`config.mk`:
```
export PLATFORM = sky130hd
export DESIGN_NAME = alu_exec_stage
export DESIGN_NICKNAME = d
export VERILOG_FILES = /design/src/rtl/alu_exec_stage.sv
export SDC_FILE = /design/constraint.sdc
export NUM_CORES = 1
export LEC_CHECK = 0
export CAP_MARGIN = 10
export CELL_PAD_IN_SITES_DETAIL_PLACEMENT = 1
export CELL_PAD_IN_SITES_GLOBAL_PLACEMENT = 1
export CORE_MARGIN = 3
export CORE_UTILIZATION = 30
export CTS_BUF_LIST = sky130_fd_sc_hd__clkbuf_4 sky130_fd_sc_hd__clkbuf_8
export DETAILED_ROUTE_END_ITERATION = 7
export PLACE_DENSITY_LB_ADDON = 0.1
export RECOVER_POWER = 50
export SLEW_MARGIN = 0
export SYNTH_ARGS = -nofsm -noshare
export SYNTH_HDL_FRONTEND = slang
export SYNTH_SLANG_ARGS = --single-unit
export TNS_END_PERCENT = 30
```
`constraint.sdc`:
```
create_clock -name clk -period 7.35 [get_ports clk]
set_input_delay 0.735 -clock clk [delete_from_list [all_inputs] [get_ports clk]]
set_output_delay 0.735 -clock clk [all_outputs]
set_load 0.02 [all_outputs]
```
`src/rtl/alu_exec_stage.sv`:
```
// Single-issue ALU execute stage with a valid/ready handshake and a one-deep result register.
// Define ALU_MUL_EN to build in the 32-cycle iterative unsigned multiplier (code 0011).
module alu_exec_stage (
   input  logic        clk,
   input  logic        reset,
   input  logic        in_valid,
   output logic        in_ready,
   input  logic [3:0]  alu_control,
   input  logic [31:0] op_a,
   input  logic [31:0] op_b,
   output logic        out_valid,
   input  logic        out_ready,
   output logic [31:0] result,
   output logic        zero,
   output logic        busy
);

   localparam int unsigned DW = 32;
   localparam int unsigned CW = 5;

   localparam logic [3:0] OP_OR   = 4'b0000;
   localparam logic [3:0] OP_AND  = 4'b0001;
   localparam logic [3:0] OP_ADD  = 4'b0010;
   localparam logic [3:0] OP_XOR  = 4'b0100;
   localparam logic [3:0] OP_SUB  = 4'b0110;
   localparam logic [3:0] OP_SLT  = 4'b0111;
   localparam logic [3:0] OP_SLTU = 4'b1000;

   logic          accept;
   logic          is_mul;
   logic          mul_done;
   logic [DW-1:0] mul_product;
   logic [DW-1:0] alu_val;

   // Reset holds the stage closed so nothing is accepted while it is asserted.
   assign in_ready = !reset && !busy && (!out_valid || out_ready);
   assign accept   = in_valid && in_ready;

   // Single-cycle datapath; unlisted codes produce zero.
   always_comb begin
      alu_val = '0;
      case (alu_control)
         OP_OR:   alu_val = op_a | op_b;
         OP_AND:  alu_val = op_a & op_b;
         OP_ADD:  alu_val = op_a + op_b;
         OP_XOR:  alu_val = op_a ^ op_b;
         OP_SUB:  alu_val = op_a - op_b;
         OP_SLT:  alu_val = DW'($signed(op_a) < $signed(op_b));
         OP_SLTU: alu_val = DW'(op_a < op_b);
         default: alu_val = '0;
      endcase
   end

`ifdef ALU_MUL_EN
   typedef enum logic {IDLE, MUL} state_t;

   state_t        state_q, state_d;
   logic [CW-1:0] cnt_q, cnt_d;
   logic [DW-1:0] mcand_q, mcand_d;
   logic [DW-1:0] mplier_q, mplier_d;
   logic [DW-1:0] acc_q, acc_d;

   assign is_mul = (alu_control == 4'b0011);

   always_ff @(posedge clk) begin
      if (reset) begin
         state_q  <= IDLE;
         cnt_q    <= '0;
         mcand_q  <= '0;
         mplier_q <= '0;
         acc_q    <= '0;
         busy     <= 1'b0;
      end else begin
         state_q  <= state_d;
         cnt_q    <= cnt_d;
         mcand_q  <= mcand_d;
         mplier_q <= mplier_d;
         acc_q    <= acc_d;
         busy     <= (state_d == MUL);
      end
   end

   // Shift-add: one multiplier bit per cycle, operands captured at acceptance.
   always_comb begin
      state_d     = state_q;
      cnt_d       = cnt_q;
      mcand_d     = mcand_q;
      mplier_d    = mplier_q;
      acc_d       = acc_q;
      mul_done    = 1'b0;
      mul_product = '0;
      case (state_q)
         IDLE: begin
            if (accept && is_mul) begin
               state_d  = MUL;
               cnt_d    = '0;
               mcand_d  = op_a;
               mplier_d = op_b;
               acc_d    = '0;
            end
         end
         MUL: begin
            acc_d       = acc_q + (mplier_q[0] ? mcand_q : DW'(0));
            mcand_d     = mcand_q << 1;
            mplier_d    = mplier_q >> 1;
            cnt_d       = cnt_q + CW'(1);
            mul_product = acc_d;
            if (cnt_q == CW'(31)) begin
               state_d  = IDLE;
               cnt_d    = '0;
               mul_done = 1'b1;
            end
         end
         default: state_d = IDLE;
      endcase
   end
`else
   assign is_mul      = 1'b0;
   assign mul_done    = 1'b0;
   assign mul_product = '0;
   assign busy        = 1'b0;
`endif

   // Result register: new acceptance or multiplier completion loads, a consumed result clears.
   always_ff @(posedge clk) begin
      if (reset) begin
         out_valid <= 1'b0;
         result    <= '0;
         zero      <= 1'b1;
      end else if (accept && !is_mul) begin
         out_valid <= 1'b1;
         result    <= alu_val;
         zero      <= (alu_val == '0);
      end else if (mul_done) begin
         out_valid <= 1'b1;
         result    <= mul_product;
         zero      <= (mul_product == '0);
      end else if (out_valid && out_ready) begin
         out_valid <= 1'b0;
      end
   end

endmodule

```
After elaboration in Yosys (flattened, before gate mapping)
Cells that the tools add are included.
{ "totals": {"regBits": 34, "wordCells": 28, "input_bits": 72, "output_inout_bits": 36} }
{ "op_classes": {"addsub": 2, "n_reduce_logical": 9, "muxes": 3, "bitwise_logic": 3, "n_eq_ne": 6, "order_cmp": 2} }
{ "op_table": {"columns": ["cell", "n"], "rows": [
  ["$pmux W32 S7", 1],
  ["$lt A32 B32 Y1", 2],
  ["$add A32 B32 Y32", 1],
  ["$and A32 B32 Y32", 1],
  ["$logic_not A32 Y1", 1],
  ["$or A32 B32 Y32", 1],
  ["$sub A32 B32 Y32", 1],
  ["$xor A32 B32 Y32", 1],
  ["$eq A4 B3 Y1 const B", 3],
  ["$eq A4 B1 Y1 const B", 1],
  ["$eq A4 B2 Y1 const B", 1],
  ["$eq A4 B4 Y1 const B", 1],
  ["$logic_not A4 Y1", 1],
  ["$logic_and A1 B1 Y1", 3],
  ["$logic_not A1 Y1", 2],
  ["$mux W1", 2],
  ["$reduce_bool A2 Y1", 1],
  ["$logic_or A1 B1 Y1", 1]
]} }

Longest topological paths before layout
{ "logic_depth": {"word_depth": 5, "mapped_depth": 15, "depth_no_buf": 15} }

Worst setup path after synthesis
OpenSTA, ideal clock, no wires.
{ "synth_timing": {"kind": "input port to flip-flop", "start": "input op_a[4]", "end": "register zero", "cell_stages": 14, "slack_ns": 3.800, "path_buffers": 1, "setup_time_ns": 0.096, "required_time_ns": 7.254, "arrival_ns": 3.454, "cell_sequence": "inv_1 -> ha_1 -> buf_6 -> or2_0 -> a211o_4 -> a311oi_4 -> o2111a_2 -> o211ai_4 -> o21bai_4 -> a211oi_2 -> o41ai_2 -> o2111ai_1 -> nand4bb_1 -> o41ai_2"} }
{ "synth_between": {"elab_chain_cells": 3, "elab_cells_between_ends": 9, "classes_between": "2 x add/sub; 2 x order compare; 1 x mux; 3 x bitwise; 1 x reduce/logical"} }
{ "synth_rtl": {"columns": ["item", "line", "text"], "rows": [
  ["start: declaration", "9", "input logic [31:0] op_a,"],
  ["$sub A32 B32 Y32 (tied with other cells)", "47", "OP_SUB: alu_val = op_a - op_b;"],
  ["$pmux W32 S7 (*)", "42", "case (alu_control)"],
  ["$logic_not A32 Y1 (*)", "133", "zero <= (alu_val == '0);"],
  ["end signal: assignment", "133", null],
  ["end signal: assignment", "137", "zero <= (mul_product == '0);"],
  ["end: declaration", "14", "output logic zero,"]
]} }
Every way passes the cells marked *; elsewhere a longest branch is shown, timed or not.
A chain may end at the register's enable or synchronous reset.

Final worst setup path
{ "layout_timing": {"start": "input op_a[6]", "end": "register zero"} }
Same word-level chain as after synthesis.

==> flow_results.xml <==
<?xml version="1.0" encoding="UTF-8"?>
<metrics>
  <group name="logic_synthesis">
    <metric name="synth-edff-count" unit="">0</metric>
    <metric name="syn_inst" unit="">1016</metric>
    <metric name="synth_cell_type_count" unit="">94</metric>
    <metric name="yosys.area_share.simple" unit="">0.2551</metric>
    <metric name="most_frequent_cells_after_synthesis" unit="">96 x ha_1, 96 x inv_1, 91 x nand2_1, 91 x nor2_1, 86 x a21oi_1</metric>
    <metric name="ys_async_rst_share" unit="">0</metric>
    <metric name="synth.net_count" unit="">1186</metric>
    <metric name="synth_top_flop_cell" unit="">dfxtp_1</metric>
    <metric name="largest_family_of_logic_cells_by_synthesized_area" unit="">compound AO/OA/AOI/OAI gates</metric>
    <metric name="synth_adder_area_share" unit="">0.1760</metric>
    <metric name="yosysWarningCount" unit="">0</metric>
    <metric name="synth_compound_gate_area_share" unit="">0.3458</metric>
    <metric name="yosys-top-cells-area" unit="">ha_1 17%, dfxtp_1 9.7%, a21oi_1 6.1%</metric>
    <metric name="synth_xor_area_frac" unit="">0.008693</metric>
    <metric name="synth-seq-area-share" unit="">0.09651</metric>
    <metric name="syn-mean-instance-area" unit="um2">6.942</metric>
    <metric name="mappedNetlistArea" unit="mm2">0.007053</metric>
    <metric name="area_share_of_the_leading_cell_type_in_the_synthesized_netlist" unit="">0.1703</metric>
    <metric name="synth.mux.area_fraction" unit="">0.01029</metric>
    <metric name="synth-seq-cells" unit="">34</metric>
    <metric name="yosys.area.top_type" unit="">ha_1</metric>
  </group>
  <group name="power">
    <metric name="leakage_dissipation" unit="nW">3.575</metric>
    <metric name="power_density" unit="mW/mm2">121.5</metric>
    <metric name="worst_ir_drop_vdd" unit="mV">0.07093</metric>
  </group>
  <group name="layout">
    <metric name="area_growth" unit="%">18.88</metric>
    <metric name="drive_above_1_share" unit="">0.04880</metric>
    <metric name="insertedDiodeCount" unit="">0</metric>
    <metric name="fillCellCount" unit="">2905</metric>
    <metric name="net_count_of_the_finished_layout" unit="">1255</metric>
    <metric name="finalInstanceArea" unit="mm2">0.008384</metric>
  </group>
  <group name="timing">
    <metric name="max_slew.worst_pin.slew" unit="ns">1.288</metric>
    <metric name="slew_headroom" unit="">0.1415</metric>
    <metric name="totalNegativeSetupSlack" unit="ns">0</metric>
    <metric name="final.min_clock_period" unit="ns">5.108</metric>
    <metric name="timing.final.setup_violations" unit="">0</metric>
    <metric name="min_period_over_period" unit="">0.6949</metric>
    <metric name="drv_slew" unit="">0</metric>
    <metric name="finalHoldWorstSlack" unit="ns">0.4787</metric>
    <metric name="rsz0062_at_grt" unit="">false</metric>
    <metric name="final-hold-violation-count" unit="">0</metric>
    <metric name="fin_skew" unit="ns">0.006261</metric>
    <metric name="max_freq" unit="MHz">195.8</metric>
  </group>
  <group name="drt">
    <metric name="first_pass_iters" unit="">7</metric>
    <metric name="route.detailed.wl_per_inst" unit="um">22.00</metric>
    <metric name="wirelength" unit="um">30780</metric>
    <metric name="met1Wirelength" unit="um">13560</metric>
    <metric name="total_via_count_in_the_routed_design" unit="">8013</metric>
    <metric name="wl_met2" unit="um">14870</metric>
    <metric name="remaining_drc_errors" unit="">0</metric>
    <metric name="ant_nets" unit="">0</metric>
    <metric name="wl_met3" unit="um">1438</metric>
    <metric name="via_per_inst" unit="">5.728</metric>
    <metric name="route.top_layer_used" unit="">met4</metric>
    <metric name="detailedRoute.firstIterationViolations" unit="">526</metric>
  </group>
  <group name="clock_tree">
    <metric name="insertion_delay" unit="ns">0.30</metric>
    <metric name="post_cts_hold_buffer_count" unit="">0</metric>
    <metric name="clk_pin_slew" unit="ns">0.08</metric>
    <metric name="cts_resized" unit="">0</metric>
    <metric name="htree_levels" unit="">2</metric>
    <metric name="tritoncts_clock_tree" unit="">done</metric>
    <metric name="cts_num_sinks" unit="">34</metric>
    <metric name="clk_root_buffer_cell" unit="">clkbuf_8</metric>
    <metric name="max_buffers_root_to_sink" unit="">2</metric>
    <metric name="cts.repair_timing.setup_buffer_count" unit="">0</metric>
    <metric name="cts_inserted_buffers" unit="">5</metric>
  </group>
  <group name="die">
    <metric name="ioPinCount" unit="">108</metric>
    <metric name="die_x" unit="um">159.3</metric>
    <metric name="chipHeight" unit="um">159.3</metric>
    <metric name="rows" unit="">55</metric>
    <metric name="floorplan.die_area" unit="mm2">0.02539</metric>
    <metric name="initial_core_util" unit="">0.3087</metric>
    <metric name="floorplan.core_area" unit="mm2">0.02285</metric>
  </group>
  <group name="setup_path">
    <metric name="req_time_crit_path" unit="ns">7.56</metric>
    <metric name="family_with_the_most_delay_on_the_worst_path" unit="">compound AO/OA/AOI/OAI gates</metric>
    <metric name="path_class" unit="">input pin to register</metric>
    <metric name="crit_path_cell_trace" unit="">clkdlybuf4s50_1 -&gt; inv_1 -&gt; ha_1 -&gt; a21oi_1 -&gt; o31ai_1 -&gt; a21oi_1 -&gt; a2111oi_1 -&gt; o31a_1 -&gt; o21ai_1 -&gt; a222oi_1 -&gt; nand2_1 -&gt; nor4_1 -&gt; nand4b_1 -&gt; o41ai_2</metric>
    <metric name="worst_reg_to_reg_setup_slack" unit="ns">4.21</metric>
    <metric name="crit_path_frequent_cell" unit="">a21oi_1</metric>
    <metric name="crit_path_end_kind" unit="">register</metric>
    <metric name="crit_start_category" unit="">input pin</metric>
    <metric name="worstPathBufferInverterCount" unit="">2</metric>
    <metric name="slowest_stage" unit="">a222oi_1</metric>
    <metric name="timing.critical_path.arrival" unit="ns">5.32</metric>
    <metric name="worst_path_largest_cell_delay" unit="ns">0.82</metric>
    <metric name="crit_path_max_fanout" unit="">11</metric>
  </group>
  <group name="job">
    <metric name="drv.max_cap_violation_count" unit="">0</metric>
  </group>
  <group name="min_path">
    <metric name="worst_hold_path_type" unit="">register to register</metric>
  </group>
  <group name="global_route">
    <metric name="grt_pass1_vias" unit="">8109</metric>
    <metric name="grt_start_max_net_pins" unit="">46</metric>
    <metric name="residual_overflow_from_global_routing" unit="">0</metric>
    <metric name="global_route.usage.total" unit="">0.2339</metric>
    <metric name="grt_pass1_wl" unit="um">47630</metric>
    <metric name="antenna_found_initial" unit="">0</metric>
  </group>
  <group name="place">
    <metric name="port_buffers" unit="">106</metric>
    <metric name="gp_routability_congestion" unit="">0.9092</metric>
    <metric name="post-dp-hpwl" unit="um">24640</metric>
    <metric name="placement.cell_area" unit="mm2">0.008250</metric>
  </group>
  <group name="outcome">
    <metric name="run_status" unit="">completed</metric>
  </group>
</metrics>
## sequential cells by signal (all words and copies together), names as in the netlist
signal / count
result: 32
out_valid: 1
zero: 1
## metrics by stage
stage          instances    util  worst slack [ns]  power (mW)
3_5_place_dp        1391  0.3611             2.008      0.8068
3_3_place_gp        1391  0.3611             1.977      0.8076
6_report            1399  0.3670             2.242       1.019
2_1_floorplan       1016       -             3.800      0.5900
5_1_grt             1399  0.3670             1.896       1.087
4_1_cts             1399  0.3671             2.310       1.025
## tightest hold or removal path: stages, from the launching register on
cell,delay [ns]
dfxtp_1,0.31
nand2b_1,0.07
a21oi_1,0.06
## worst paths after layout
| path | start | end | depth (start not counted) |
|---|---|---|---|
| worst max-delay path | op_a[6] | zero | 14 |
| worst min-delay path | result[2] | result[2] | 2 |
| worst max register to register | out_valid | zero | 11 |
| worst min register to register | result[2] | result[2] | 2 |
## power by group
group	leakage, nW	internal (mW)	switching [mW]	total, mW
clock	0.0683	0.136	0.0776	0.214
sequential	0.279	0.199	0.00748	0.206
combinational	3.23	0.219	0.379	0.599
## final cells by class
| cell class | count | area (um2) | area share |
|---|---|---|---|
| clock buffers | 5 | 68.82 | 0.008208 |
| clock inverters | 3 | 68.82 | 0.008208 |
| inverters | 100 | 375.4 | 0.04477 |
| multi-input cells | 824 | 5637 | 0.6723 |
| flip-flops and latches | 34 | 680.7 | 0.08118 |
| well taps | 313 | 391.6 | 0.04671 |
| repair buffers | 120 | 1162 | 0.1386 |
## kinds of logic (layout without fill, tap and decap cells)
group	Yosys count	after routing
xor+xnor	7	7
other cells	1	1
simple gates	354	354
buf+inv	158	228
mux	7	7
flops	34	34
compound gates	357	357
fa+ha+maj	98	98
## cells in the final DEF, fill, tap and decap left out, types with 5 or more instances in the layout
master | Yosys | final
inv_1 | 96 | 96
ha_1 | 96 | 96
nor2_1 | 91 | 91
nand2_1 | 91 | 91
a21oi_1 | 86 | 86
o21ai_0 | 77 | 77
clkdlybuf4s50_1 | 0 | 73
dfxtp_1 | 34 | 34
nor3_1 | 34 | 33
dlygate4sd3_1 | 0 | 33
nand3b_1 | 31 | 31
nand2b_1 | 18 | 18
a211oi_1 | 18 | 18
nand3_1 | 18 | 18
a31oi_1 | 17 | 17
o31ai_1 | 15 | 15
o211ai_1 | 13 | 13
buf_4 | 8 | 13
nand4_1 | 12 | 12
a21o_1 | 11 | 11
nor2b_1 | 10 | 10
o21a_1 | 10 | 10
o221ai_1 | 10 | 10
o21bai_1 | 8 | 8
nor4_1 | 8 | 8
nor3b_1 | 7 | 7
o21ai_1 | 7 | 7
a221oi_1 | 7 | 7
a22oi_1 | 6 | 6
xnor2_1 | 6 | 6
or3_1 | 5 | 5
o22ai_1 | 5 | 5
mux2i_1 | 5 | 5
and2_1 | 5 | 5
o2111ai_1 | 5 | 5
clkbuf_8 | 9 | 5
## routing by layer
metal,global-route usage,vias up
met3,0.03018,50
met1,0.3014,3888
met4,0.06407,0
met5,0,-
li1,-,3842
met2,0.4102,233
Note: power is estimated with default switching activity, not from simulation.
